`src/rtl/conv_compute_scheduler_pkg.sv`:
```
// Shared definitions for the convolution compute scheduler: default
// parameter values, FSM state encodings and the channel-group helper.
package conv_compute_scheduler_pkg;

  localparam int FEAT_W_DEF     = 11;
  localparam int ADDR_W_DEF     = 7;
  localparam int LANES_DEF      = 8;
  localparam int MAX_GROUPS_DEF = 8;
  localparam int PIPE_LAT_DEF   = 14;

  typedef enum logic [2:0] {
    ST_IDLE       = 3'd0,
    ST_LOAD       = 3'd1,
    ST_WAIT_FIFO  = 3'd2,
    ST_WAIT_READY = 3'd3,
    ST_COMPUTE    = 3'd4,
    ST_ROW_END    = 3'd5
  } state_t;

  // Number of channel groups for a job: ceil(channels/lanes), at least one
  // group so a zero channel count still runs, and never more than the
  // datapath can select.
  function automatic int calcGroups(input logic [7:0] chOut,
                                    input int lanes,
                                    input int maxGroups);
    int g;
    g = (int'(chOut) + lanes - 1) / lanes;
    if (g < 1) g = 1;
    if (g > maxGroups) g = maxGroups;
    return g;
  endfunction

endpackage

```
`src/rtl/valid_delay_line.sv`:
```
// Fixed-depth single-bit shift register that models the datapath latency
// for strobes; a reset flushes every stage so nothing in flight escapes.
module valid_delay_line
  import conv_compute_scheduler_pkg::*;
#(
  parameter int DEPTH = PIPE_LAT_DEF
) (
  input  logic clk,
  input  logic rst,
  input  logic i_din,
  output logic o_dout
);

  logic [DEPTH-1:0] r_stages;

  // Shift the strobe one stage per cycle; stage DEPTH-1 is the output.
  always_ff @(posedge clk) begin
    if (rst) r_stages <= '0;
    else     r_stages <= (r_stages << 1) | DEPTH'(i_din);
  end

  assign o_dout = r_stages[DEPTH-1];

endmodule

```
`src/rtl/conv_compute_scheduler.sv`:
```
// Convolution compute scheduler: loads weights, then walks rows, columns
// and channel groups, issuing one group per cycle while downstream is ready.
module conv_compute_scheduler
  import conv_compute_scheduler_pkg::*;
#(
  parameter int FEAT_W     = FEAT_W_DEF,
  parameter int ADDR_W     = ADDR_W_DEF,
  parameter int LANES      = LANES_DEF,
  parameter int MAX_GROUPS = MAX_GROUPS_DEF,
  parameter int PIPE_LAT   = PIPE_LAT_DEF
) (
  input  logic                  clk,
  input  logic                  rst,
  input  logic                  start,
  input  logic [FEAT_W-1:0]     col_num,
  input  logic [FEAT_W-1:0]     row_num,
  input  logic [7:0]            channel_out_num,
  input  logic [ADDR_W-1:0]     load_len,
  input  logic                  fifo_ready,
  input  logic                  m_ready,
  output logic                  rd_en_fifo,
  output logic [ADDR_W-1:0]     weight_addrb,
  output logic [MAX_GROUPS-1:0] weight_select,
  output logic                  m_valid,
  output logic                  compute_complete,
  output logic                  conv_complete,
  output logic                  busy
);

  // Group counter must hold values up to MAX_GROUPS (the latched count).
  localparam int GRP_W = $clog2(MAX_GROUPS) + 1;

  state_t                r_state;
  state_t                w_nextState;
  logic [FEAT_W-1:0]     r_colNum;
  logic [FEAT_W-1:0]     r_rowNum;
  logic [FEAT_W-1:0]     r_colCnt;
  logic [FEAT_W-1:0]     r_rowCnt;
  logic [ADDR_W-1:0]     r_loadLen;
  logic [ADDR_W-1:0]     r_weightAddr;
  logic [GRP_W-1:0]      r_groups;
  logic [GRP_W-1:0]      r_groupCnt;
  logic                  r_rdEn;
  logic [MAX_GROUPS-1:0] r_weightSel;

  logic w_issue;
  logic w_busy;
  logic w_computeComplete;
  logic w_lastGroup;
  logic w_lastCol;
  logic w_lastRow;
  logic w_loadDone;

  assign w_lastGroup = (r_groupCnt == r_groups - GRP_W'(1));
  assign w_lastCol   = (r_colCnt == r_colNum - FEAT_W'(1));
  assign w_lastRow   = (r_rowCnt + FEAT_W'(1) == r_rowNum);
  assign w_loadDone  = (r_weightAddr == r_loadLen);

  // State register.
  always_ff @(posedge clk) begin
    if (rst) r_state <= ST_IDLE;
    else     r_state <= w_nextState;
  end

  // Next-state logic; start is only looked at in IDLE so it is ignored while busy.
  always_comb begin
    w_nextState = r_state;
    case (r_state)
      ST_IDLE:       if (start)      w_nextState = ST_LOAD;
      ST_LOAD:       if (w_loadDone) w_nextState = ST_WAIT_FIFO;
      ST_WAIT_FIFO:  if (fifo_ready) w_nextState = ST_WAIT_READY;
      ST_WAIT_READY: if (m_ready)    w_nextState = ST_COMPUTE;
      ST_COMPUTE:    if (m_ready && w_lastGroup && w_lastCol) w_nextState = ST_ROW_END;
      ST_ROW_END:    w_nextState = w_lastRow ? ST_IDLE : ST_WAIT_FIFO;
      default:       w_nextState = ST_IDLE;
    endcase
  end

  // State-decoded outputs: issue strobe, busy and the final-row completion pulse.
  always_comb begin
    w_busy            = (r_state != ST_IDLE);
    w_issue           = (r_state == ST_COMPUTE) && m_ready;
    w_computeComplete = (r_state == ST_ROW_END) && w_lastRow;
  end

  // Capture job geometry at start, forcing zero sizes up to one.
  always_ff @(posedge clk) begin
    if (rst) begin
      r_colNum  <= '0;
      r_rowNum  <= '0;
      r_loadLen <= '0;
      r_groups  <= '0;
    end else if (r_state == ST_IDLE && start) begin
      r_colNum  <= (col_num == '0) ? FEAT_W'(1) : col_num;
      r_rowNum  <= (row_num == '0) ? FEAT_W'(1) : row_num;
      r_loadLen <= load_len;
      r_groups  <= GRP_W'(calcGroups(channel_out_num, LANES, MAX_GROUPS));
    end
  end

  // Weight load address: counts up in LOAD, stops at load_len, zero elsewhere.
  always_ff @(posedge clk) begin
    if (rst)                                   r_weightAddr <= '0;
    else if (r_state == ST_LOAD && !w_loadDone) r_weightAddr <= r_weightAddr + ADDR_W'(1);
    else                                       r_weightAddr <= '0;
  end

  // Group/column walk; a stall leaves both counters untouched.
  always_ff @(posedge clk) begin
    if (rst) begin
      r_groupCnt <= '0;
      r_colCnt   <= '0;
    end else if (w_issue) begin
      if (w_lastGroup) begin
        r_groupCnt <= '0;
        r_colCnt   <= w_lastCol ? '0 : r_colCnt + FEAT_W'(1);
      end else begin
        r_groupCnt <= r_groupCnt + GRP_W'(1);
      end
    end
  end

  // Row counter advances at each row end and clears when the job finishes.
  always_ff @(posedge clk) begin
    if (rst)                      r_rowCnt <= '0;
    else if (r_state == ST_ROW_END) r_rowCnt <= w_lastRow ? '0 : r_rowCnt + FEAT_W'(1);
  end

  // Registered FIFO pop after each column's last group, and the group select.
  always_ff @(posedge clk) begin
    if (rst) begin
      r_rdEn      <= 1'b0;
      r_weightSel <= MAX_GROUPS'(1);
    end else begin
      r_rdEn      <= w_issue && w_lastGroup;
      r_weightSel <= (r_state == ST_COMPUTE) ? (MAX_GROUPS'(1) << r_groupCnt)
                                             : MAX_GROUPS'(1);
    end
  end

  valid_delay_line #(.DEPTH(PIPE_LAT)) u_validDelay (
    .clk    (clk),
    .rst    (rst),
    .i_din  (w_issue),
    .o_dout (m_valid)
  );

  valid_delay_line #(.DEPTH(PIPE_LAT)) u_completeDelay (
    .clk    (clk),
    .rst    (rst),
    .i_din  (w_computeComplete),
    .o_dout (conv_complete)
  );

  assign rd_en_fifo       = r_rdEn;
  assign weight_addrb     = r_weightAddr;
  assign weight_select    = r_weightSel;
  assign compute_complete = w_computeComplete;
  assign busy             = w_busy;

endmodule

```
`config.mk`:
```
export PLATFORM = sky130hd
export DESIGN_NAME = conv_compute_scheduler
export DESIGN_NICKNAME = d
export VERILOG_FILES = /design/src/rtl/conv_compute_scheduler_pkg.sv /design/src/rtl/valid_delay_line.sv /design/src/rtl/conv_compute_scheduler.sv
export SDC_FILE = /design/constraint.sdc
export NUM_CORES = 1
export LEC_CHECK = 0
export ABC_CLOCK_PERIOD_IN_PS = 2900
export CORE_ASPECT_RATIO = 0.9
export CORE_MARGIN = 10
export CORE_UTILIZATION = 50
export DETAILED_ROUTE_END_ITERATION = 8
export MAX_ROUTING_LAYER = met4
export PLACE_DENSITY_LB_ADDON = 0.1
export SETUP_SLACK_MARGIN = 0.3
export SYNTH_ARGS = -nofsm -noshare
export SYNTH_HDL_FRONTEND = slang
export SYNTH_HIERARCHICAL = 1
export SYNTH_SLANG_ARGS = --single-unit
```
`constraint.sdc`:
```
create_clock -name clk -period 2.9 [get_ports clk]
set_input_delay 0.725 -clock clk [delete_from_list [all_inputs] [get_ports clk]]
set_output_delay 0.725 -clock clk [all_outputs]
set_load 0.1 [all_outputs]
```
# --- Word-level counts from Yosys, hierarchy flattened ---
# Cells that the tools add are included.
op_classes:
  n_addsub: 9
  order_cmp: 2
  eq_ne: 14
  shift: 1
  mux: 16
  n_bitwise: 5
  n_reduce_logical: 17
ops:
  columns: ["cell", "count"]
  rows:
  - ["two-way mux 32 bit", 3]
  - ["two-way mux 11 bit", 4]
  - ["adder 32 x 1 -> 32 bit", 1]
  - ["> comparator 32 x 5 -> 1 bit (second input constant)", 1]
  - ["less-than comparator 32 x 2 -> 1 bit (second input constant)", 1]
  - ["OR 14 x 1 -> 14 bit", 2]
  - ["adder 11 x 1 -> 11 bit (second input constant)", 2]
  - ["equality test 11 bit", 2]
  - ["zero test 11 bit", 2]
  - ["one-hot mux 3 bit (6 select lines)", 1]
  - ["two-way mux 3 bit", 5]
  - ["subtractor 11 x 1 -> 11 bit (second input constant)", 1]
  - ["!= test 2 bit (second input constant)", 5]
  - ["subtractor 9 x 1 -> 10 bit (second input constant)", 1]
  - ["adder 8 x 4 -> 9 bit (second input constant)", 1]
  - ["two-way mux 4 bit", 2]
  - ["<< shifter 1 x 4 -> 8 bit (first input constant)", 1]
  - ["adder 7 x 1 -> 7 bit (second input constant)", 1]
  - ["equality test 7 bit", 1]
  - ["logical AND 1 bit", 7]
  - ["equality test 3 x 2 -> 1 bit (second input constant)", 2]
  - ["equality test 3 bit (second input constant)", 2]
  - ["AND reduction 5 bit", 1]
  - ["adder 4 x 1 -> 4 bit (second input constant)", 1]
  - ["other kinds (12)", 14]
word_totals:
  register_bits: 106
  input_bits: 42
  out_inout_bits: 20
  word_cells: 77

# --- Longest topological paths before layout ---
# Gate-level depths: netlist of run 1.
logic_depth:
  depth_word: 11
  mapped_depth: 9

# --- Modules after synthesis ---
# The synthesis of run 1 kept the hierarchy.
by_module_without_submodules:
  columns: ["mod", "n_inst", "cells_each", "area_each_um2"]
  rows:
  - ["conv_compute_scheduler", 1, 527, 4270.3]
  - ["valid_delay_line", 2, 29, 407.9]

# --- Least setup slack after synthesis of run 1 ---
# OpenSTA, ideal clock, no wires.
synth_path:
  kind: "register to output"
  from: "register r_rowCnt[0]"
  to: "output port compute_complete"
  t_arrival_ns: 4.034
  path_slack_ns: -1.859
  stages_incl_launch_ff: 8
  path_cell_list: "dfxtp_1 > ha_1 > nand3_2 > or3_1 > a2111oi_2 > o2111ai_1 > buf_2 > nor3_1"
synth_between:
  elab_chain_cells: 3
synth_lines:
  columns: ["element", "line_no", "rtl"]
  rows:
  - ["start: declaration", "conv_compute_scheduler.sv:38", "logic [FEAT_W-1:0] r_rowCnt;"]
  - ["start signal: assignment", "conv_compute_scheduler.sv:126", "else if (r_state == ST_ROW_END) r_rowCnt <= w_lastRow ? '0 : r_rowCnt + FEAT_W'(1);"]
  - ["adder 11 x 1 -> 11 bit", "conv_compute_scheduler.sv:56", "assign w_lastRow = (r_rowCnt + FEAT_W'(1) == r_rowNum);"]
  - ["equality test 11 bit", "conv_compute_scheduler.sv:56", null]
  - ["logical AND 1 bit", "conv_compute_scheduler.sv:83", "w_computeComplete = (r_state == ST_ROW_END) && w_lastRow;"]
  - ["end: declaration", "conv_compute_scheduler.sv:25", "output logic compute_complete,"]
# Every way passes these cells.

# --- Worst setup path in the final report of run 1 ---
layout_path:
  from: "register r_rowCnt[1]"
  to: "output port compute_complete"
# The elaborated chain is that of the path after synthesis.

==> impl_results.md, run 1 <==
- Run status: finished with violations
- Failing checks: setup timing
- Post-synth EDFFs: 0
- Post-synth top flop: dfxtp_1
- Die ar.: 14600 µm²
- Number of global-route vias before repair: 4098
- Clock transition at path regs: 0.07 ns
- Worst-Skew Late Latency: 0.34 ns
- Leak Pwr: 2.24 nW
- Tightest Hold Check Type: reg2reg
- Gr usage total: 16.5%
- Drt first-iter violations: 304
- Critical path peak fanout: 6
- DRC: 0
- Slew at the pin with the worst max-slew slack: 0.550 ns
- CTS tree: yes
- #FFs+latches synth: 106
- Met3 WL: 493 µm
- Endpoints failing setup: 1
- Chip Height: 116 µm
- Core area: 9780 µm²
- Pwr Density: 664 nW/µm²
- ANT nets after route: 0
- Multi-input combinational cell area: 2820 µm²
- Fin Clk Skew: 0.0101 ns
- Hold path cells: 1
- H-tree levels: 3
- Top sig layer: met4
- Final Total Pwr: 4.08 mW
- Yosys Warn Count: 6
- Critical Path RT: 2.17 ns
- DPL Wire Length: 8.33 mm
- Number of hold violations in the final report: 0
- Worst-case reg-to-reg path depth: 8
- Max Slew Vio Count: 0
- Bufs on Longest Clock Path: 2
- Io pins: 62
- # clock sinks: 106
- Cell area after synthesis: 5090 µm²
- FF/Latch Area: 2130 µm²
- FILL cells: 861
- Worst R2R Setup Slack: 0.52 ns
- Die X-Extent: 126 µm
- Final TNS setup: -0.0563 ns
- Final Wtd Congestion: 0.854
- Yosys top cell area share: 41.7%
- Layout cell share with drive strength beyond 1: 15.4%
- IO Port Bufs: 61
- Hold Slack: 0.428 ns
- Sequential area share after synthesis: 41.7%
- Fmax: 0.338 GHz
- GR Overflow Total: 0
- Syn Area/Cell: 8.69 µm²
- FP Rows: 34
- RSZ-0062 raised after global routing: yes
- Met1 WL: 5.72 mm
- Fin crit period: 2.96 ns
- Initial antenna violation count: 0
- Final net count: 691
- Met2 Wirelength: 5.30 mm
- Initial core utilization: 52.0%
- Routed wire per std cell: 15.1 µm
- Largest net degree at the start of global routing: 88
- # diodes: 0
- Post-detailed-route via-to-cell ratio: 5.47
- RR Startpoint: r_colNum[0]
- Critical path type: reg2out
- Ranking of synthesized cells by area: dfxtp_1 (42%), nand2_1 (6.4%), a21oi_1 (5.1%)
- Max Cap Viol: 0
- Detailed Route WL: 11.7 mm
- Hold_sp: u_completeDelay/r_stages[6]
- Number of cells produced by synthesis: 585
- Tcrit/Tclk final: 102%
- Async S/R FF share, synth: 0%
- Crit path setup slack, layout: -0.0563 ns
- Syn-to-layout area delta: 20.9%
- Post-Synthesis Net Count: 636
- Clk root buf: clkbuf_16
- CTS Buf Count: 9
- Slew HR: 63.0%
- Max IR drop VDD: 0.000524 V
- CP Capture Type: primary output
- Worst path arrival time: 2.23 ns
- RR Endpoint: r_state[0]
- DR vias: 4211
- Synth unique cells: 62
- Hold buffers post-CTS: 0
- Area leader, netlist: dfxtp_1
- Drt pass-1 iters: 4
- Worst hold path endpoint: u_completeDelay/r_stages[7]
- CP Launch Type: flop
- Global-route wire length before repair: 19.6 mm
worst max-delay path: stages (launching register included):
cell and delay, ns:
dfxtp_4 0.37, ha_4 0.17, buf_4 0.15, nor2b_1 0.14, or3_1 0.30, a31oi_1 0.16, o2111ai_2 0.19, nor3_4 0.21
buf_12 0.20
cells by family after synthesis:
| logic type | count (synthesis) | synth area share, % |
|---|---|---|
| and+or+nand+nor | 257 | 27.6 |
| AOI/OAI and AO/OA | 116 | 15.2 |
| DFF | 106 | 41.7 |
| xor gates and xnor gates | 50 | 8.88 |
| buffers and inverters | 47 | 4.35 |
| adders and majority gates | 9 | 2.21 |
per-layer routing:
| metal | global-route usage (%) | vias to the layer above |
|---|---|---|
| met3 | 4.06 | 11 |
| met1 | 21.1 | 1977 |
| li1 | - | 2148 |
| met4 | 5.23 | 0 |
| met2 | 25.1 | 75 |
| met5 | - | - |
flip-flops by register name, indices dropped and copies added, names as in the netlist:
name                      flops
r_groupCnt                    4
weight_addrb                  7
r_groups                      4
rd_en_fifo                    1
r_rowNum                     11
r_rowCnt                     11
r_loadLen                     7
weight_select                 8
u_completeDelay/r_stages     14
u_validDelay/r_stages        14
r_colCnt                     11
r_state                       3
r_colNum                     11
stage by stage:
step,std cells,utilization [%],setup slack [ns],instance area [µm²]
4_1_cts,770,62.7,-0.0680,6130
3_3_place_gp,753,59.4,0.198,5810
6_report,770,62.8,-0.0563,6150
2_1_floorplan,585,-,-0.299,5140
5_1_grt,770,62.8,-0.142,6150
3_5_place_dp,753,59.4,0.169,5810
power breakdown:
group	leakage, nW	switching [mW]	internal, mW
Clock	0.140	0.515	0.668
Combinational	1.24	0.726	0.456
Sequential	0.862	0.144	1.57
Total	2.24	1.39	2.69
synthesized netlist by cell type, types with 8 or more instances:
cell / count
nand2_1: 87
xor2_1: 20
dfxtp_1: 106
nand4_1: 8
xnor2_1: 29
clkbuf_1: 18
inv_1: 13
ha_1: 9
nor2b_1: 10
nor2_1: 24
a21oi_1: 52
nor2b_2: 20
buf_2: 8
o21ai_0: 9
o22ai_1: 8
and2_1: 13
nor3_1: 21
nor4_1: 10
nand3_1: 19
cells in the final DEF, fill, tap and decap left out, drive strengths merged, types with 3 or more instances in the layout:
| cell | n |
|---|---|
| ha | 9 |
| clkbuf | 11 |
| nor2b | 30 |
| nor2 | 24 |
| o21a | 7 |
| nor3b | 7 |
| o2111ai | 3 |
| and2 | 13 |
| xor2 | 20 |
| nand2 | 87 |
| o32ai | 5 |
| and3 | 7 |
| nor4 | 13 |
| a21oi | 52 |
| o22ai | 8 |
| dfxtp | 106 |
| a31oi | 6 |
| nor3 | 22 |
| clkdlybuf4s50 | 40 |
| or3 | 5 |
| inv | 14 |
| a211oi | 7 |
| nand3 | 20 |
| or4 | 3 |
| and4 | 4 |
| and2b | 6 |
| o21ai | 10 |
| nand4 | 8 |
| xnor2 | 29 |
| buf | 38 |
worst max-delay path by stage:
stage,start,endpoint,slack [ns],cells past startpoint
floorplan,r_rowCnt[0],compute_complete,-0.30,7
global placement,r_rowCnt[0],compute_complete,0.20,7
detailed placement,r_rowCnt[2],compute_complete,0.17,6
CTS,r_rowCnt[1],compute_complete,-0.07,7
global route,r_rowCnt[1],compute_complete,-0.14,8
finish,r_rowCnt[1],compute_complete,-0.06,8
final cells by class:
type,instances,share of cell area [%]
clock buffers,11,3.79
clock inverters,4,0.855
inverters,13,0.794
multi-input cells,432,45.8
flip-flops and latches,106,34.7
well taps,126,2.56
repair buffers,78,11.5
what timing repair did:
action	CTS	global route
setup buffers	2	0
pin swaps	5	1
cloned	0	0
gates resized for setup	6	2
setup endpoints to repair	1	2
Note: power is estimated with default switching activity, not from simulation.
==> run 2: changes to the inputs <==
Settings changed: CELL_PAD_IN_SITES_DETAIL_PLACEMENT set to 1, CELL_PAD_IN_SITES_GLOBAL_PLACEMENT set to 2, CORE_UTILIZATION 50 to 31.
==> run 2 against run 1 <==
The flow still finishes with violations (setup timing). Critical endpoint unchanged. Sequential power barely moved. Final cell count rose by 11%. Fmax fell by 1.5%.
==> impl_results.md, run 2 (synthesis results as in run 1) <==
- Endpoints failing setup: 1 (unchanged)
- Core area: 16100 µm² (was 9780 µm²)
- Critical path peak fanout: 3 (was 6)
- Leak Pwr: 2.28 nW (was 2.24 nW)
- IO Port Bufs: 61 (unchanged)
- Sw Share: 36.9% (was 34.0%)
- Fin crit period: 3.00 ns (was 2.96 ns)
- DPL Wire Length: 9.95 mm (was 8.33 mm)
- Gr usage total: 13.0% (was 16.5%)
- Tightest Hold Check Type: reg2reg (unchanged)
- Failing checks: setup timing (unchanged)
- CP Launch Type: flop (unchanged)
- Number of hold violations in the final report: 0 (unchanged)
- Drt pass-1 iters: 4 (unchanged)
- Critical path type: reg2out (unchanged)
- Clock power share: 30.3% (was 29.0%)
- DRC: 0 (unchanged)
- # diodes: 0 (unchanged)
- Number of global-route vias before repair: 4513 (was 4098)
- Die ar.: 21900 µm² (was 14600 µm²)
- GR Overflow Total: 0 (unchanged)
- Bufs on Longest Clock Path: 2 (unchanged)
- Max Slew Vio Count: 0 (unchanged)
- Worst path arrival time: 2.28 ns (was 2.23 ns)
- RSZ-0062 raised after global routing: yes (unchanged)
- Max Cap Viol: 0 (unchanged)
- CTS tree: yes (unchanged)
- Clock transition at path regs: 0.08 ns (was 0.07 ns)
- Global-route wire length before repair: 22.8 mm (was 19.6 mm)
- Drt first-iter violations: 180 (was 304)
- Chip Height: 142 µm (was 116 µm)
- Hold Slack: 0.437 ns (was 0.428 ns)
- Placed insts: 836 (was 753)
- FP Rows: 44 (was 34)
- CP Capture Type: primary output (unchanged)
- Fmax: 0.333 GHz (was 0.338 GHz)
- DR vias: 4306 (was 4211)
- # clock sinks: 106 (unchanged)
- H-tree levels: 3 (unchanged)
- Final Wtd Congestion: 0.760 (was 0.854)
- Critical Path RT: 2.17 ns (about the same)
- ANT nets after route: 0 (unchanged)
- Clk root buf: clkbuf_16 (unchanged)
- FILL cells: 1877 (was 861)
- Syn-to-layout area delta: 24.2% (was 20.9%)
- Final net count: 695 (was 691)
- Initial core utilization: 31.5% (was 52.0%)
- Max IR drop VDD: 0.000309 V (was 0.000524 V)
- CTS Buf Count: 9 (unchanged)
- Post-detailed-route via-to-cell ratio: 5.03 (was 5.47)
- Post-Layout Cell Count: 856 (was 770)
- Most frequent cells in the layout: dfxtp_1 (103), nand2_1 (87), a21oi_1 (52) (was dfxtp_1 (102), nand2_1 (87), a21oi_1 (52))
- Slew HR: 51.8% (was 63.0%)
- Pwr Density: 668 nW/µm² (was 664 nW/µm²)
- Fin Clk Skew: 0.0137 ns (was 0.0101 ns)
- Detailed Route WL: 13.6 mm (was 11.7 mm)
- Commonest non-fill, non-tap cell in the layout: dfxtp_1 (unchanged)
- Sw Pwr: 1.56 mW (was 1.39 mW)
- Tcrit/Tclk final: 103% (was 102%)
- Layout cell share with drive strength beyond 1: 16.8% (was 15.4%)
- Biggest regs: u_completeDelay/r_stages x14, u_validDelay/r_stages x14 (unchanged)
- Internal power component: 2.66 mW (was 2.69 mW)
- Routed wire per std cell: 15.9 µm (was 15.1 µm)
- Io pins: 62 (unchanged)
- Initial antenna violation count: 0 (unchanged)
- Largest net degree at the start of global routing: 56 (was 88)
- Slew at the pin with the worst max-slew slack: 0.723 ns (was 0.550 ns)
- Combinational share of power: 29.3% (was 29.0%)
- Run status: finished with violations (unchanged)
- Worst-Skew Late Latency: 0.36 ns (was 0.34 ns)
- Crit path setup slack, layout: -0.101 ns (was -0.0563 ns)
- Die X-Extent: 155 µm (was 126 µm)
- Reg power frac: 40.4% (was 42.0%)
-- run 2: metal layers --
metal  global-route usage (%)  part of all wire (%)  vias to the layer above
li1                         -                     -                     2159
met1                     15.2                    47                     2088
met2                     21.8                    49                       47
met3                     2.84                   2.6                       12
met4                     4.42                   1.6                        0
met5                        -                     0                        -
-- run 2: critical path, stage by stage (launching register included) --
cell and delay [ns]:
dfxtp_4 0.37, ha_4 0.15, nand3_4 0.06, or3_4 0.37, a2111oi_4 0.31, o2111ai_2 0.20, nor3_4 0.26, buf_12 0.20
-- run 2: final timing paths --
path | start | to | slack (ns) | depth (start not counted)
hold reg to reg | u_completeDelay/r_stages[9] | u_completeDelay/r_stages[10] | 0.44 | 1
hold / removal | u_completeDelay/r_stages[9] | u_completeDelay/r_stages[10] | 0.44 | 1
setup / recovery | r_rowCnt[1] | compute_complete | -0.10 | 7
setup reg to reg | r_colNum[0] | r_colCnt[4] | 0.50 | 8
-- run 2: cell type report --
cell class / instances / area, µm² / share of cell area (%)
Multi-Input combinational cell: 432 / 2840 / 44.9
Tap cell: 207 / 259 / 4.10
Clock inverter: 7 / 86.3 / 1.37
Inverter: 13 / 48.8 / 0.773
Clock buffer: 9 / 225 / 3.57
Sequential cell: 106 / 2130 / 33.7
Timing Repair Buffer: 82 / 728 / 11.5
-- run 2: power by group through the flow --
stage               combinational, mW  sequential, mW  clock [mW]
global route                     1.38            1.73        1.39
CTS                              1.24            1.71        1.34
global placement                 1.20            1.74           0
detailed placement               1.22            1.74           0
floorplan                       0.908            1.71           0
finish                           1.24            1.70        1.28
-- run 2: stage by stage --
step	power, mW	setup WS (ns)	TNS (ns)	utilization, %	cell area, µm²
6_report	4.22	-0.101	-0.101	39.2	6320
5_1_grt	4.50	-0.240	-0.240	39.2	6320
4_1_cts	4.28	-0.246	-0.246	38.9	6270
3_5_place_dp	2.96	0.119	0	36.7	5920
3_3_place_gp	2.94	0.150	0	36.7	5920
2_1_floorplan	2.62	-0.299	-0.299	-	5140
-- run 2: timing repair --
| item | 4_1_cts | 5_1_grt |
|---|---|---|
| hold buffers | 0 | 0 |
| endpoints found under the hold margin | 0 | 0 |
| endpoints found under the setup margin | 1 | 13 |
| resized for setup | 2 | 9 |
| cloned | 0 | 0 |
| buffers inserted | 3 | 1 |
| pin swaps | 4 | 6 |
==> run 3: changes to the inputs <==
Settings changed: ABC_CLOCK_PERIOD_IN_PS 2900 to 3000, CORE_UTILIZATION 31 to 34.
Clock period 2.9 ns to 3 ns, I/O delays scaled along.
==> run 3 against run 2 <==
The flow still finishes with violations (setup timing). Count of clock-buffer cells in the layout stayed put. Clock power is 6% lower. Global-route usage rose by 1.0 points. Sequential share of layout area is 0.26 points higher. Critical path type unchanged. Critical endpoint unchanged. Wire length down 0.92%. Highest routed layer unchanged. Total power is 4.2% lower. Register-to-register slack gained 0.03 ns. Worst setup slack got worse by 0.019 ns.
==> impl_results.md, run 3 (synthesis results as in run 1) <==
- Slew HR: 48.5% (was 51.8%)
- Syn-to-layout area delta: 23.2% (was 24.2%)
- Hold_sp: u_validDelay/r_stages[1] (was u_completeDelay/r_stages[9])
- # diodes: 0 (unchanged)
- Io pins: 62 (unchanged)
- DPL Wire Length: 9.79 mm (was 9.95 mm)
- Clock transition at path regs: 0.07 ns (was 0.08 ns)
- CP Capture Type: primary output (unchanged)
- Worst hold path endpoint: u_validDelay/r_stages[2] (was u_completeDelay/r_stages[10])
- Global-route wire length before repair: 22.7 mm (was 22.8 mm)
- Routed wire per std cell: 16.0 µm (was 15.9 µm)
- Worst R2R Setup Slack: 0.53 ns (was 0.50 ns)
- Drt first-iter violations: 153 (was 180)
- Pwr Density: 645 nW/µm² (was 668 nW/µm²)
- Layout cell share with drive strength beyond 1: 15.8% (was 16.8%)
- Hold path cells: 1 (unchanged)
- Clk root buf: clkbuf_16 (unchanged)
- Core area: 14700 µm² (was 16100 µm²)
- Tightest Hold Check Type: reg2reg (unchanged)
- Final net count: 692 (was 695)
- Biggest regs: u_completeDelay/r_stages x14, u_validDelay/r_stages x14 (unchanged)
- Endpoints failing setup: 1 (unchanged)
- Detailed Route WL: 13.5 mm (was 13.6 mm)
- Leak Pwr: 2.25 nW (was 2.28 nW)
- Final Wtd Congestion: 0.785 (was 0.760)
- Tcrit/Tclk final: 104%
- Fin crit period: 3.12 ns
- Placed cell area: 5890 µm² (was 5920 µm²)
- # clock sinks: 106 (unchanged)
- Post-detailed-route via-to-cell ratio: 5.07 (was 5.03)
- Die X-Extent: 149 µm (was 155 µm)
- GR Overflow Total: 0 (unchanged)
- Slew at the pin with the worst max-slew slack: 0.763 ns (was 0.723 ns)
- Critical Path RT: 2.25 ns (was 2.17 ns)
- Initial core utilization: 34.6% (was 31.5%)
- Hold buffers post-CTS: 0 (unchanged)
- CTS Buf Count: 9 (unchanged)
- Bufs on Longest Clock Path: 2 (unchanged)
- Die ar.: 20300 µm² (was 21900 µm²)
- FP Rows: 42 (was 44)
- Placement Setup Slack: 0.143 ns (was 0.119 ns)
- Chip Height: 136 µm (was 142 µm)
- Number of global-route vias before repair: 4504 (was 4513)
- CTS tree: yes (unchanged)
- Critical path peak fanout: 9 (was 3)
- Largest net degree at the start of global routing: 88 (was 56)
- RR Startpoint: r_colNum[2] (was r_colNum[0])
- Critical path type: reg2out (unchanged)
- Fin Clk Skew: 0.00919 ns (was 0.0137 ns)
- Final Total Pwr: 4.04 mW (was 4.22 mW)
- Max Cap Viol: 0 (unchanged)
- Number of hold violations in the final report: 0 (unchanged)
- Worst path arrival time: 2.37 ns (was 2.28 ns)
- Max IR drop VDD: 0.000344 V (was 0.000309 V)
- DRC: 0 (unchanged)
- DR vias: 4276 (was 4306)
- Gr usage total: 14.1% (was 13.0%)
- Hold Slack: 0.438 ns (was 0.437 ns)
- RR Endpoint: r_colCnt[4] (unchanged)
- Initial antenna violation count: 0 (unchanged)
- IO Port Bufs: 61 (unchanged)
- Run status: finished with violations (unchanged)
- Max Slew Vio Count: 0 (unchanged)
- FILL cells: 1736 (was 1877)
- Crit path setup slack, layout: -0.120 ns (was -0.101 ns)
- Design Area, Final: 6270 µm² (was 6320 µm²)
- Failing checks: setup timing (unchanged)
- RSZ-0062 raised after global routing: yes (unchanged)
- Final TNS setup: -0.120 ns (was -0.101 ns)
- Commonest non-fill, non-tap cell in the layout: dfxtp_1 (unchanged)
- Worst-case reg-to-reg path depth: 6 (was 8)
- Most frequent cells in the layout: dfxtp_1 (103), nand2_1 (87), a21oi_1 (52) (unchanged)
- Fmax: 0.321 GHz
- Worst-Skew Late Latency: 0.36 ns (about the same)
- Drt pass-1 iters: 4 (unchanged)
- CP Launch Type: flop (unchanged)
- ANT nets after route: 0 (unchanged)
- H-tree levels: 3 (unchanged)
## run 3: cell count changes in the layout (fill, tap and decap cells not counted), sizes merged
| cell | before | now |
|---|---|---|
| buf | 42 | 39 |
| clkinv | 1 | 3 |
| clkinvlp | 0 | 1 |
| inv | 19 | 16 |
## run 3: power breakdown
part / total (mW) / switching (mW) / internal, mW
clock: 1.20 / 0.604 / 0.594
sequential: 1.65 / 0.134 / 1.52
combinational: 1.19 / 0.748 / 0.446
## run 3: cell type report
cell class,instances,area [µm²],share of cell area [%]
Sequential cell,106,2130,34.0
Multi-Input combinational cell,432,2820,44.9
Inverter,13,48.8,0.779
Clock inverter,7,80.1,1.28
Clock buffer,9,225,3.59
Timing Repair Buffer,79,718,11.5
Tap cell,198,248,3.95
## run 3: worst max-delay path by stage
stage | from | to | slack [ns] | cells past startpoint
6_report | r_rowCnt[1] | compute_complete | -0.12 | 7
5_1_grt | r_rowCnt[1] | compute_complete | -0.22 | 7
4_1_cts | r_rowCnt[1] | compute_complete | -0.16 | 7
3_5_place_dp | r_rowCnt[0] | compute_complete | 0.14 | 7
3_3_place_gp | r_rowCnt[0] | compute_complete | 0.18 | 7
2_1_floorplan | r_rowCnt[0] | compute_complete | -0.22 | 7
## run 3: timing repair
item / in CTS / in global routing
buffers inserted: 5 / 0
hold endpoints to repair: 0 / 0
pin swaps: 3 / 2
gates resized for setup: 2 / 4
endpoints found under the setup margin: 1 / 11
## run 3: through the flow
step | util [%] | instances
4_1_cts | 42.5 | 844
3_5_place_dp | 40.0 | 823
5_1_grt | 42.6 | 844
2_1_floorplan | - | 585
6_report | 42.6 | 844
3_3_place_gp | 40.0 | 823
## run 3: layer usage
layer  part of all wire (%)  vias up  GRT usage, %
met5                      0        -             -
met4                    1.5        0          3.98
li1                       -     2150             -
met2                     48       51          23.2
met1                     48     2061          16.9
met3                    2.6       14          3.22
## run 3: critical path: stages (launching register included)
cell	delay (ns)
dfxtp_4	0.38
ha_4	0.15
nand3_4	0.10
or3_4	0.40
a2111oi_4	0.31
o2111ai_2	0.21
nor3_4	0.26
buf_12	0.20
==> RTL change (config.mk and constraints of run 1) <==
`ADDR_W_DEF`: 7 -> 8.
--- a/src/rtl/conv_compute_scheduler_pkg.sv
+++ b/src/rtl/conv_compute_scheduler_pkg.sv
@@ -3,7 +3,7 @@
 package conv_compute_scheduler_pkg;
 
   localparam int FEAT_W_DEF     = 11;
-  localparam int ADDR_W_DEF     = 7;
+  localparam int ADDR_W_DEF     = 8;
   localparam int LANES_DEF      = 8;
   localparam int MAX_GROUPS_DEF = 8;
   localparam int PIPE_LAT_DEF   = 14;
Interface: changed (resized load_len and weight_addrb); port bits go from 62 to 64. No check against the original RTL was run, so the function may have changed too.
==> RTL change against run 1 <==
The run still ends with setup timing left; global-route usage is 0.58 points lower; design area is 1.1% higher; utilization increased by 1.5 points; clock skew up 0.0029 ns; wire length shrank 4.1%; setup slack got worse by 0.13 ns; area after synthesis fell by 2.7%; hold slack improved by 0.0052 ns; first-iteration DRC count down 37%; die area fell by 2.2%; combinational power is 23% lower; total power shrank 14%; sequential cell count grew 2; critical path type unchanged; highest routed layer unchanged.
==> RTL change: results (changes against run 1) <==
timing:
  timing.final.ws_setup_ns: -0.1849  # was -0.05627 ns
  skew_ns: 0.01297  # was 0.01011 ns
  setup_viol: 1  # unchanged
  worst_pin_slew_ns: 0.6512  # was 0.5503 ns
  finalSetupTns_ns: -0.1849  # was -0.05627 ns
drt:
  routed_wl_um: 11170  # was 11650 um
  drtIter0Drc: 192  # was 304
  wl_per_cell_um: 14.14  # was 15.13 um
run_status:
  status: "finished, violations left"  # unchanged
  violations: "setup timing"  # unchanged
place:
  portBuffers: 63  # was 61
  place_hpwl_um: 7919  # was 8331 um
  dp.cells: 757  # was 753
  gp_congestion: 0.8933  # was 0.8538
  place_ws_ns: 0.001668  # was 0.1690 ns
power_and_ir_drop:
  ir_drop_v: 0.0003624  # was 0.0005244 V
  p_leak_nw: 2.292  # was 2.240 nW
  intPower_mw: 2.375  # was 2.694 mW
clocking:
  clk_latency_ns: 0.38  # was 0.34 ns
  clk_pin_slew_ns: 0.10  # was 0.07 ns
  cts_root_buffer: "clkbuf_8"  # was clkbuf_16
yosys:
  synth_fp_nets: 635  # was 636
  ys_seq_area_share_pct: 43.68  # was 41.72%
  synthCells: 583  # was 585
  ys_top_cells_by_area: "dfxtp_1, xnor2_1, nand2_1, a21oi_1, nor2b_2"  # was dfxtp_1, nand2_1, a21oi_1, xnor2_1, nor2b_2
worst_hold_path:
  min_path_type: "flop to flop"  # unchanged
global_routing:
  grt_pass1_vias: 3966  # was 4098
  grt_max_degree: 56  # was 88
  grt_usage_pct: 15.91  # was 16.49%
layout:
  fin_nets: 711  # was 691
  drive_above_1_share_pct: 19.58  # was 15.37%
setup_path:
  crit_fanout: 4  # was 6
-- RTL change: worst paths after layout --
| path | startpoint | to | slack, ns | cells past startpoint |
|---|---|---|---|---|
| worst max-delay path | r_rowCnt[7]$_SDFFE_PP0P_ | compute_complete | -0.18 | 7 |
| worst min-delay path | u_validDelay/r_stages[2]$_SDFF_PP0_ | u_validDelay/r_stages[3]$_SDFF_PP0_ | 0.43 | 1 |
| worst max register to register | r_colNum[1]$_SDFFE_PP0P_ | r_state[0]$_SDFFE_PP0P_ | 0.37 | 11 |
| worst min register to register | u_validDelay/r_stages[2]$_SDFF_PP0_ | u_validDelay/r_stages[3]$_SDFF_PP0_ | 0.43 | 1 |
-- RTL change: final cells by class --
cell class / instances / area [um^2]
Clock buffer: 10 / 127.6
Clock inverter: 6 / 65.06
Fill cell: 826 / 3445
Inverter: 12 / 45.04
Multi-Input combinational cell: 433 / 2801
Sequential cell: 108 / 2187
Tap cell: 126 / 157.7
Timing Repair Buffer: 95 / 828.3
-- RTL change: what timing repair did --
action                                  in CTS  in global routing
pin swaps                                    8                 13
gates cloned                                 0                  0
setup buffers                                7                 10
endpoints found under the setup margin       7                 13
resized for setup                           15                 21
-- RTL change: cells by family (layout without fill, tap and decap cells) --
| family | count (synthesis) | in the layout | synth area share, % |
|---|---|---|---|
| compound gates | 101 | 101 | 12.44 |
| xor+xnor | 50 | 50 | 8.847 |
| fa+ha+maj | 9 | 9 | 2.275 |
| buf+inv | 42 | 123 | 3.488 |
| flops | 108 | 108 | 43.68 |
| mux | 4 | 4 | 0.8342 |
| simple gates | 269 | 269 | 28.44 |
-- RTL change: routing by layer --
metal | vias to the layer above | track usage (%) | share of wire [%]
met5 | - | - | 0
met1 | 1966 | 19.98 | 48
met3 | 15 | 4.491 | 5.1
li1 | 2148 | - | -
met2 | 88 | 24.68 | 46
met4 | 0 | 4.371 | 1.3
-- RTL change: power groups by stage --
stage          registers (mW)  logic [mW]  clock network [mW]
3_5_place_dp             1.73       0.838                   0
6_report                 1.71       0.907               0.897
5_1_grt                  1.73        1.01               0.986
2_1_floorplan            1.71       0.632                   0
4_1_cts                  1.70       0.863               0.927
3_3_place_gp             1.73       0.817                   0
-- RTL change: metrics by stage --
stage	power (mW)	instance area [um^2]
detailed placement	2.572	5737
CTS	3.489	6033
global placement	2.547	5737
finish	3.512	6212
global route	3.719	6212
floorplan	2.342	5036
